`src/rtl/keypad_pkg.sv`:
```
`default_nettype none
// ============================================================================
// Module      : keypad_pkg
// Description : Shared types for the keypad calculator entry block: decoded
//               key codes, ALU operator codes, entry FSM states and the
//               helpers that map between them.
// Revision    : 1.0 - initial release
// ============================================================================
package keypad_pkg;

    // Digits occupy codes 0..9 so the low nibble of a digit key is its BCD value.
    typedef enum logic [4:0] {
        KEY_0    = 5'd0,
        KEY_1    = 5'd1,
        KEY_2    = 5'd2,
        KEY_3    = 5'd3,
        KEY_4    = 5'd4,
        KEY_5    = 5'd5,
        KEY_6    = 5'd6,
        KEY_7    = 5'd7,
        KEY_8    = 5'd8,
        KEY_9    = 5'd9,
        KEY_ADD  = 5'd10,
        KEY_SUB  = 5'd11,
        KEY_MUL  = 5'd12,
        KEY_BKSP = 5'd13,
        KEY_CLR  = 5'd14,
        KEY_EQ   = 5'd15,
        KEY_NONE = 5'd16
    } key_t;

    typedef enum logic [1:0] {
        OP_ADD = 2'd0,
        OP_SUB = 2'd1,
        OP_MUL = 2'd2
    } op_t;

    typedef enum logic [1:0] {
        ENTER_A = 2'd0,
        ENTER_B = 2'd1,
        ISSUE   = 2'd2
    } state_t;

    function automatic logic is_onehot4(input logic [3:0] v);
        return (v != 4'd0) && ((v & (v - 4'd1)) == 4'd0);
    endfunction

    function automatic op_t key_to_op(input key_t k);
        op_t o;
        case (k)
            KEY_SUB: o = OP_SUB;
            KEY_MUL: o = OP_MUL;
            default: o = OP_ADD;
        endcase
        return o;
    endfunction

endpackage
`default_nettype wire

```
`src/rtl/keypad_decoder.sv`:
```
`default_nettype none
// ============================================================================
// Module      : keypad_decoder
// Description : Combinational map from the scanner's one-hot {row,col} code
//               to a key_t. Any nibble that is not exactly one-hot yields
//               KEY_NONE.
// Ports       : cur_key [7:0] in  - {row[3:0], col[3:0]}, bit7 = row 0,
//                                   bit3 = col 0
//               key           out - decoded key
// Revision    : 1.0 - initial release
// ============================================================================
module keypad_decoder
    import keypad_pkg::*;
(
    input  logic [7:0] cur_key,
    output key_t       key
);

    logic [1:0] row_idx;
    logic [1:0] col_idx;
    logic       valid;

    // Row 0 / col 0 sit in the most significant bit of each nibble.
    function automatic logic [1:0] nib_index(input logic [3:0] v);
        logic [1:0] idx;
        case (v)
            4'b1000: idx = 2'd0;
            4'b0100: idx = 2'd1;
            4'b0010: idx = 2'd2;
            default: idx = 2'd3;
        endcase
        return idx;
    endfunction

    always_comb begin
        valid   = is_onehot4(cur_key[7:4]) && is_onehot4(cur_key[3:0]);
        row_idx = nib_index(cur_key[7:4]);
        col_idx = nib_index(cur_key[3:0]);
        key     = KEY_NONE;
        if (valid) begin
            case ({row_idx, col_idx})
                4'h0: key = KEY_1;
                4'h1: key = KEY_2;
                4'h2: key = KEY_3;
                4'h3: key = KEY_ADD;
                4'h4: key = KEY_4;
                4'h5: key = KEY_5;
                4'h6: key = KEY_6;
                4'h7: key = KEY_SUB;
                4'h8: key = KEY_7;
                4'h9: key = KEY_8;
                4'hA: key = KEY_9;
                4'hB: key = KEY_MUL;
                4'hC: key = KEY_CLR;
                4'hD: key = KEY_0;
                4'hE: key = KEY_EQ;
                default: key = KEY_BKSP;
            endcase
        end
    end

endmodule
`default_nettype wire

```
`src/rtl/keypad_entry_fsm.sv`:
```
`default_nettype none
// ============================================================================
// Module      : keypad_entry_fsm
// Description : Calculator entry sequencer. Decodes scanner key strobes,
//               assembles two BCD operands and an operator, and hands the
//               request to the ALU over a valid/ready handshake.
// Options     : KEYPAD_TIMEOUT_EN - when defined, an inactivity counter
//               clears a partially entered calculation after TIMEOUT_CYCLES.
// Ports       : clk, nRst (async, active-low)
//               strobe, cur_key[7:0]  - key event from the scanner
//               req_ready / req_valid - ALU handshake
//               op_a, op_b, op_code   - request payload (BCD, MSD highest)
//               disp_bcd              - operand currently being edited
//               state                 - FSM state for debug
//               key_err               - one-cycle pulse on rejected strobe
// Revision    : 1.0 - initial release
// ============================================================================
module keypad_entry_fsm
    import keypad_pkg::*;
#(
    parameter int DIGITS         = 4,
    parameter int TIMEOUT_CYCLES = 10_000_000
) (
    input  logic                  clk,
    input  logic                  nRst,
    input  logic                  strobe,
    input  logic [7:0]            cur_key,
    input  logic                  req_ready,
    output logic                  req_valid,
    output logic [4*DIGITS-1:0]   op_a,
    output logic [4*DIGITS-1:0]   op_b,
    output logic [1:0]            op_code,
    output logic [4*DIGITS-1:0]   disp_bcd,
    output logic [1:0]            state,
    output logic                  key_err
);

    localparam int W     = 4 * DIGITS;
    localparam int CNT_W = $clog2(DIGITS + 1);
    localparam logic [CNT_W-1:0] CNT_FULL = CNT_W'(DIGITS);

    key_t             key;
    state_t           state_q,   state_d;
    logic [W-1:0]     op_a_q,    op_a_d;
    logic [W-1:0]     op_b_q,    op_b_d;
    logic [CNT_W-1:0] cnt_a_q,   cnt_a_d;
    logic [CNT_W-1:0] cnt_b_q,   cnt_b_d;
    op_t              op_code_q, op_code_d;
    logic             key_err_q, key_err_d;

    logic             edit_b;
    logic             do_clr;
    logic [W-1:0]     cur_op,  new_op;
    logic [CNT_W-1:0] cur_cnt, new_cnt;

`ifdef KEYPAD_TIMEOUT_EN
    localparam int TMR_W = (TIMEOUT_CYCLES > 1) ? $clog2(TIMEOUT_CYCLES) : 1;
    localparam logic [TMR_W-1:0] TMR_LAST = TMR_W'(TIMEOUT_CYCLES - 1);
    logic [TMR_W-1:0] timer_q, timer_d;
`endif

    keypad_decoder u_decoder (
        .cur_key (cur_key),
        .key     (key)
    );

    always_ff @(posedge clk or negedge nRst) begin
        if (!nRst) begin
            state_q   <= ENTER_A;
            op_a_q    <= '0;
            op_b_q    <= '0;
            cnt_a_q   <= '0;
            cnt_b_q   <= '0;
            op_code_q <= OP_ADD;
            key_err_q <= 1'b0;
`ifdef KEYPAD_TIMEOUT_EN
            timer_q   <= '0;
`endif
        end else begin
            state_q   <= state_d;
            op_a_q    <= op_a_d;
            op_b_q    <= op_b_d;
            cnt_a_q   <= cnt_a_d;
            cnt_b_q   <= cnt_b_d;
            op_code_q <= op_code_d;
            key_err_q <= key_err_d;
`ifdef KEYPAD_TIMEOUT_EN
            timer_q   <= timer_d;
`endif
        end
    end

    always_comb begin
        state_d   = state_q;
        op_a_d    = op_a_q;
        op_b_d    = op_b_q;
        cnt_a_d   = cnt_a_q;
        cnt_b_d   = cnt_b_q;
        op_code_d = op_code_q;
        key_err_d = 1'b0;
        do_clr    = 1'b0;
`ifdef KEYPAD_TIMEOUT_EN
        timer_d   = timer_q;
`endif

        // Digit and backspace edits go through one shared path that operates
        // on whichever operand the current state is editing.
        edit_b  = (state_q == ENTER_B);
        cur_op  = edit_b ? op_b_q  : op_a_q;
        cur_cnt = edit_b ? cnt_b_q : cnt_a_q;
        new_op  = cur_op;
        new_cnt = cur_cnt;

        case (state_q)
            ENTER_A, ENTER_B: begin
                if (strobe) begin
                    if (key == KEY_NONE) begin
                        key_err_d = 1'b1;
                    end else if (key <= KEY_9) begin
                        // A full operand drops further digits without error.
                        if (cur_cnt != CNT_FULL) begin
                            new_op  = {cur_op[W-5:0], 4'(key)};
                            new_cnt = cur_cnt + 1'b1;
                        end
                    end else begin
                        case (key)
                            KEY_BKSP: begin
                                if (cur_cnt != '0) begin
                                    new_op  = {4'd0, cur_op[W-1:4]};
                                    new_cnt = cur_cnt - 1'b1;
                                end
                            end
                            KEY_ADD, KEY_SUB, KEY_MUL: begin
                                if (!edit_b) begin
                                    op_code_d = key_to_op(key);
                                    state_d   = ENTER_B;
                                end else if (cnt_b_q == '0) begin
                                    // Operator can still be changed until B has a digit.
                                    op_code_d = key_to_op(key);
                                end
                            end
                            KEY_EQ: begin
                                if (edit_b) begin
                                    state_d = ISSUE;
                                end
                            end
                            KEY_CLR: do_clr = 1'b1;
                            default: ;
                        endcase
                    end
                end
`ifdef KEYPAD_TIMEOUT_EN
                // Any strobe, accepted or rejected, counts as activity.
                if (strobe) begin
                    timer_d = '0;
                end else if (timer_q == TMR_LAST) begin
                    timer_d = '0;
                    if ((cnt_a_q != '0) || (cnt_b_q != '0) || edit_b) begin
                        do_clr = 1'b1;
                    end
                end else begin
                    timer_d = timer_q + 1'b1;
                end
`endif
            end
            ISSUE: begin
                // The request payload is frozen here, so every key is refused.
                if (strobe) begin
                    key_err_d = 1'b1;
                end
                if (req_ready) begin
                    do_clr = 1'b1;
                end
`ifdef KEYPAD_TIMEOUT_EN
                timer_d = '0;
`endif
            end
            default: begin
                do_clr = 1'b1;
`ifdef KEYPAD_TIMEOUT_EN
                timer_d = '0;
`endif
            end
        endcase

        if (edit_b) begin
            op_b_d  = new_op;
            cnt_b_d = new_cnt;
        end else begin
            op_a_d  = new_op;
            cnt_a_d = new_cnt;
        end

        if (do_clr) begin
            state_d   = ENTER_A;
            op_a_d    = '0;
            op_b_d    = '0;
            cnt_a_d   = '0;
            cnt_b_d   = '0;
            op_code_d = OP_ADD;
        end
    end

    assign req_valid = (state_q == ISSUE);
    assign op_a      = op_a_q;
    assign op_b      = op_b_q;
    assign op_code   = op_code_q;
    assign disp_bcd  = (state_q == ENTER_A) ? op_a_q : op_b_q;
    assign state     = state_q;
    assign key_err   = key_err_q;

endmodule
`default_nettype wire

```
`config.mk`:
```
export PLATFORM = sky130hd
export DESIGN_NAME = keypad_entry_fsm
export DESIGN_NICKNAME = d
export VERILOG_FILES = /design/src/rtl/keypad_pkg.sv /design/src/rtl/keypad_decoder.sv /design/src/rtl/keypad_entry_fsm.sv
export SDC_FILE = /design/constraint.sdc
export NUM_CORES = 1
export LEC_CHECK = 0
export BUFFER_PORTS_ARGS = -buffer_cell sky130_fd_sc_hd__buf_2
export CAP_MARGIN = 0
export CORE_MARGIN = 2
export CORE_UTILIZATION = 45
export CTS_CLUSTER_DIAMETER = 150
export DETAILED_ROUTE_END_ITERATION = 10
export GPL_TIMING_DRIVEN = 0
export MAX_ROUTING_LAYER = met4
export PLACE_DENSITY = 0.68
export SKIP_LAST_GASP = 1
export SLEW_MARGIN = 10
export SYNTH_ARGS = -nofsm -noshare
export SYNTH_HDL_FRONTEND = slang
export SYNTH_SLANG_ARGS = --single-unit
```
`constraint.sdc`:
```
create_clock -name clk -period 3.9 [get_ports clk]
set_clock_uncertainty 0.1 [all_clocks]
set_input_delay 0.78 -clock clk [delete_from_list [all_inputs] [get_ports clk]]
set_output_delay 0.78 -clock clk [all_outputs]
set_load 0.02 [all_outputs]
```
# Yosys cells after proc, flatten, opt, wreduce, memory -nomap -nowiden
# Memories as Yosys holds them, arrays and structs flattened.
# Index checks and enable logic that the tools add are counted.
# totals
reg_bits	43
mem_bits_ro	64
input_bits	12
out_inout_bits	54
wordCells	111
mem_count	1
# memory_table
memory	depth	width	rd	rd_ports_with_merged_regs	wr	line_no	source
(no name shown)	16	4	1	0	0	keypad_decoder.sv:41	case ({row_idx, col_idx})
# op_classes
n_addsub	4
magnitude_cmp	1
n_eq_ne	22
muxes	55
bitwise	2
n_reduce_logical	19
# op_table
op	count
16-bit 2-to-1 mux	13
3-bit 2-to-1 mux	12
5-bit by 4-bit equality test with 1-bit output, second input constant	6
2-bit 2-to-1 mux	15
2-bit one-hot mux with 3 select lines	2
3-bit != test, second input constant	3
4-bit bitwise AND	2
4-bit by 2-bit equality test with 1-bit output, second input constant	2
4-bit by 3-bit equality test with 1-bit output, second input constant	2
4-bit equality test, second input constant	2
4-bit zero test	2
1-bit 2-to-1 mux	8
2-bit one-hot mux with 2 select lines	2
2-bit nonzero test	4
4-bit nonzero test	2
4-bit by 1-bit subtractor with 4-bit output, second input constant	2
7-bit AND reduction	1
6-bit AND reduction	1
3-bit nonzero test	2
5-bit equality test, second input constant	1
5-bit by 4-bit <= comparator with 1-bit output, second input constant	1
5-bit 2-to-1 mux	1
2-bit != test, second input constant	2
1-bit one-hot mux with 2 select lines	2
11 further kinds	13

# Longest topological paths before layout
# logic_depth
ltp_word	16
mapped_depth	14

# Cells and area by module
# Synthesis repeated with hierarchy kept, for this count alone.
# unflattened
hier_cells	353
area_unflattened_um2	3275.6
# modules_own_cells
module	n_inst	cells_each	area_per_inst_um2	seq_area_each_um2
keypad_entry_fsm	1	314	2994.1	1076.0
keypad_decoder	1	39	281.5	0.0

# Least setup slack after synthesis
# No wires, ideal clock.
# synth_path
path_type	input port to flip-flop
start	input cur_key[2]
end	register op_a_q[13], in the netlist op_a[13]
t_arrival_ps	3712
slack_ps	-33
stages	12
path_buffers	2
path_cell_list	buf_2 -> nor4b_1 -> inv_1 -> ha_1 -> or2_2 -> a311oi_1 -> nor2_1 -> a21o_1 -> buf_2 -> o21ai_1 -> nand2_1 -> a32o_1
# synth_via
elab_chain_len	14
elab_cells_between_ends	29
classes_between	1 x add/sub; 1 x order compare; 7 x eq/ne; 14 x mux; 1 x bitwise; 4 x reduce/logical; 1 x memory
# synth_lines
item	line_no	source
start, declared	keypad_entry_fsm.sv:27	input logic [7:0] cur_key,
parallel branches: the longest is 5 deep, another holds memory read 16 x 4 bit	n/a	
5-bit 2-to-1 mux (*)	keypad_decoder.sv:40	if (valid) begin
parallel branches: the longest is 8 deep, another holds 5-bit by 4-bit <= comparator with 1-bit output	n/a	
end signal, assigned	keypad_entry_fsm.sv:81	op_a_q <= op_a_d;
end, declared	keypad_entry_fsm.sv:44	logic [W-1:0] op_a_q, op_a_d;
# Every way passes the cells marked *. The select of a mux whose other input is x is not followed.
# A chain may end at the register's enable or synchronous reset.

# Worst setup path after layout
# layout_path
start	input cur_key[0]
end	register op_b_q[5], in the netlist op_b[5]
# layout_via
elab_chain_len	14
elab_cells_between_ends	29
classes_between	1 x add/sub; 1 x order compare; 6 x eq/ne; 14 x mux; 1 x bitwise; 5 x reduce/logical; 1 x memory
# layout_lines
item	line_no	source
parallel branches: the longest is 5 deep, another holds memory read 16 x 4 bit	n/a	
5-bit 2-to-1 mux (*)	keypad_decoder.sv:40	
parallel branches: the longest is 8 deep, another holds 5-bit by 4-bit <= comparator with 1-bit output	n/a	
end signal, assigned	keypad_entry_fsm.sv:82	op_b_q <= op_b_d;
end, declared	keypad_entry_fsm.sv:45	logic [W-1:0] op_b_q, op_b_d;
# Marks and branches as above.

==> key figures <==
Final layout
  – Commonest cells after routing, fill and taps aside: buf_2 (67), nor2_1 (52), dfrtp_1 (43), nand2_1 (31), mux2i_1 (21)
  – Final #Nets: 455
  – Layout cells sized above 1: 0.281
  – Area grow syn2layout: 19.8%
  – Post-Route Utilization: 0.559
  – Fillcell total: 650
  – Final Instance Area: 3820 um2
  – N_diodes: 0
  – Sequential Area: 1080 um2
  – Area of the multi-input gates: 1990 um2
  – Most common cell after layout, fill and taps aside: buf_2

Floorplan
  – Core ar.: 6830 um2
  – Die H: just under 90 um
  – Row count: 30
  – Initial Util: 0.467
  – Die area: 7780 um2
  – Die Wd: just under 90 um
  – Ports: 66

Critical path
  – Crit start category: primary input
  – Worst EP required: 3.98 ns
  – Crit Path Category: primary input to register
  – Crit Path Max Fanout: 10
  – Crit path DAT: 3.84 ns
  – CP Capture Type: register

Flow run
  – Max Cap Violations: 0

Synth
  – EDFF count, synth: 0
  – Syn Inst Count: 363
  – Synth warn: 0
  – Async set or reset register ratio after synthesis: 1.00
  – Synthesized cell area: 3190 um2
  – #FFs+latches synth: 43
  – Synth Flop Type: dfrtp_1
  – Post-synthesis cell type count: 69
  – Sequential area share after synthesis: 0.337
  – Synth Area per Inst: between 8 and 9 um2
  – Mapped Nets: 382

STA
  – Slew margin rel.: 0.265
  – Slew Limit Fails: 0
  – Period utilization: 0.964
  – Fin Setup TNS: 0 ns
  – Setup violations, final: 0
  – F_max: 266 MHz
  – Hold_ws: 0.400 ns
  – Worst-Margin Slew: 1.10 ns
  – Final hold violation count: 0
  – Min Tclk post-route: 3.76 ns

Global routing
  – Total track usage: 0.254
  – Total gr overflow: 0
  – First-pass GRT wire length: 15.1 mm
  – Vias in the first global route: 2943
  – Initial antenna violation count: 0
  – Largest net degree at the start of global routing: 44

Pwr
  – Leakage: 1.71 nW
  – Psw: 1.30 mW
  – Pwr/cell area: 702 nW/um2
  – Part of the power in registers: 0.295
  – Cell-internal power: 1.38 mW
  – Combinational power share: 0.571
  – Net Sw Frac: 0.486
  – Max IR drop VDD: about 0.41 mV
  – Clock power frac: 0.134
  – Final Power: approximately 2.7 mW

Routing
  – Final ANT Viol Nets: 0
  – Drt wl/cell: 17.4 um
  – Vias: 3191
  – Final WL: 9.29 mm
  – Vias/cell: 5.99
  – DR DRC count: 0
  – DRT iter0 DRCs: 379
  – 1st-pass router iterations: 5

CTS
  – Worst-skew pair later-pin latency: 0.30 ns
  – Clk slew on worst S/H paths: 0.09 ns
  – CTS sink cnt: 43
  – CTS tree: yes
  – Number of CTS-inserted buffers: 5
  – Root Buffer: clkbuf_8
  – H-tree levels: 2
  – CTS Hold Bufs: 0
  – CTS max path bufs: 2

Placed design
  – GPL Wtd Cong: 0.915
  – HPWL Detailed: 6.67 mm
  – Post-placement cell area: 3620 um2
  – PortBufs: 60

Status
  – Status: completed

Worst hold path
  – Min-delay worst type: register to register
-- worst max-delay path, stage by stage --
cell and delay (ns):
buf_2 0.14, nor4b_4 0.35, inv_1 0.11, ha_1 0.28
or2_2 0.33, a311oi_2 0.38, nor2_1 0.21, a21o_1 0.19
buf_2 0.21, a21oi_4 0.26, buf_4 0.17, nor2_1 0.04
a2111oi_1 0.37
-- cell families after synthesis --
logic type                 count (synthesis)  synth area share
AOI/OAI and AO/OA                        108             0.251
xor gates and xnor gates                   4            0.0110
adders and majority gates                  7            0.0275
buffers and inverters                     35            0.0498
DFF                                       43             0.337
muxes                                     34             0.112
and+or+nand+nor                          132             0.211
-- cell usage after synthesis, types with 4 or more instances --
cell | number | share of area
o21ai_0 | 17 | 0.027
buf_2 | 7 | 0.011
clkbuf_1 | 10 | 0.012
a2111oi_1 | 9 | 0.028
nand3_1 | 8 | 0.013
o22ai_1 | 7 | 0.014
nand2_1 | 31 | 0.036
or3_1 | 4 | 0.0078
ha_1 | 7 | 0.027
mux2i_1 | 21 | 0.066
inv_1 | 11 | 0.013
nor2_1 | 52 | 0.061
o32ai_1 | 6 | 0.016
nor3_1 | 9 | 0.014
a31oi_1 | 4 | 0.0078
dfrtp_1 | 43 | 0.34
nand2b_1 | 4 | 0.0078
a21oi_1 | 19 | 0.030
mux2_2 | 13 | 0.046
a211oi_1 | 8 | 0.019
-- flip-flops by register name (all words and copies together), names as in the netlist --
register and count:
op_a 16, op_b 16, cnt_a_q 3, cnt_b_q 3, op_code 2, state 2
key_err 1
-- area by class of cell --
class	count	share of cell area
plain buffers	23	0.0321
clock buffers	5	0.0180
clock inverters	3	0.0115
inverters	12	0.0118
multi-input cells	285	0.520
flip-flops and latches	43	0.282
well taps	96	0.0314
repair buffers	66	0.0936
-- path summary, 6_finish.rpt --
path,to,cells after the start,start,slack (ns)
min,cnt_a_q[0],1,cnt_a_q[0],0.40
max reg2reg,op_b[5],13,state[1],0.26
min in group asynchronous,op_b[10],1,nRst,0.54
max,op_b[5],13,cur_key[0],0.14
min reg2reg,cnt_a_q[0],1,cnt_a_q[0],0.40
max in group asynchronous,key_err,1,nRst,2.55
-- power groups by stage --
stage | clock, mW | sequential, mW | combinational [mW]
after global routing | 0.380 | 0.818 | 1.67
after CTS | 0.360 | 0.787 | 1.52
after global placement | 0 | 0.787 | 1.49
after floorplan | 0 | 0.937 | 0.896
after detailed placement | 0 | 0.796 | 1.51
final | 0.358 | 0.791 | 1.53
-- timing repair --
action | 4_1_cts | 5_1_grt
setup endpoints to repair | 36 | 36
setup buffers | 0 | 6
pin swaps | 0 | 2
resized for setup | 5 | 8
-- layer usage --
layer | track usage | vias up | wire length [um]
li1 | - | 1510 | -
met3 | 0.0434 | 10 | 665
met5 | - | - | 0
met1 | 0.374 | 1535 | 4350
met2 | 0.366 | 136 | 4160
met4 | 0.0551 | 0 | 121
-- metrics by stage --
step	std cells	worst slack, ns
final	533	0.141
after detailed placement	519	-0.523
after CTS	527	0.0153
after global routing	533	-0.0341
after floorplan	363	0.125
after global placement	519	-0.430
(Power assumes the default switching activity.)
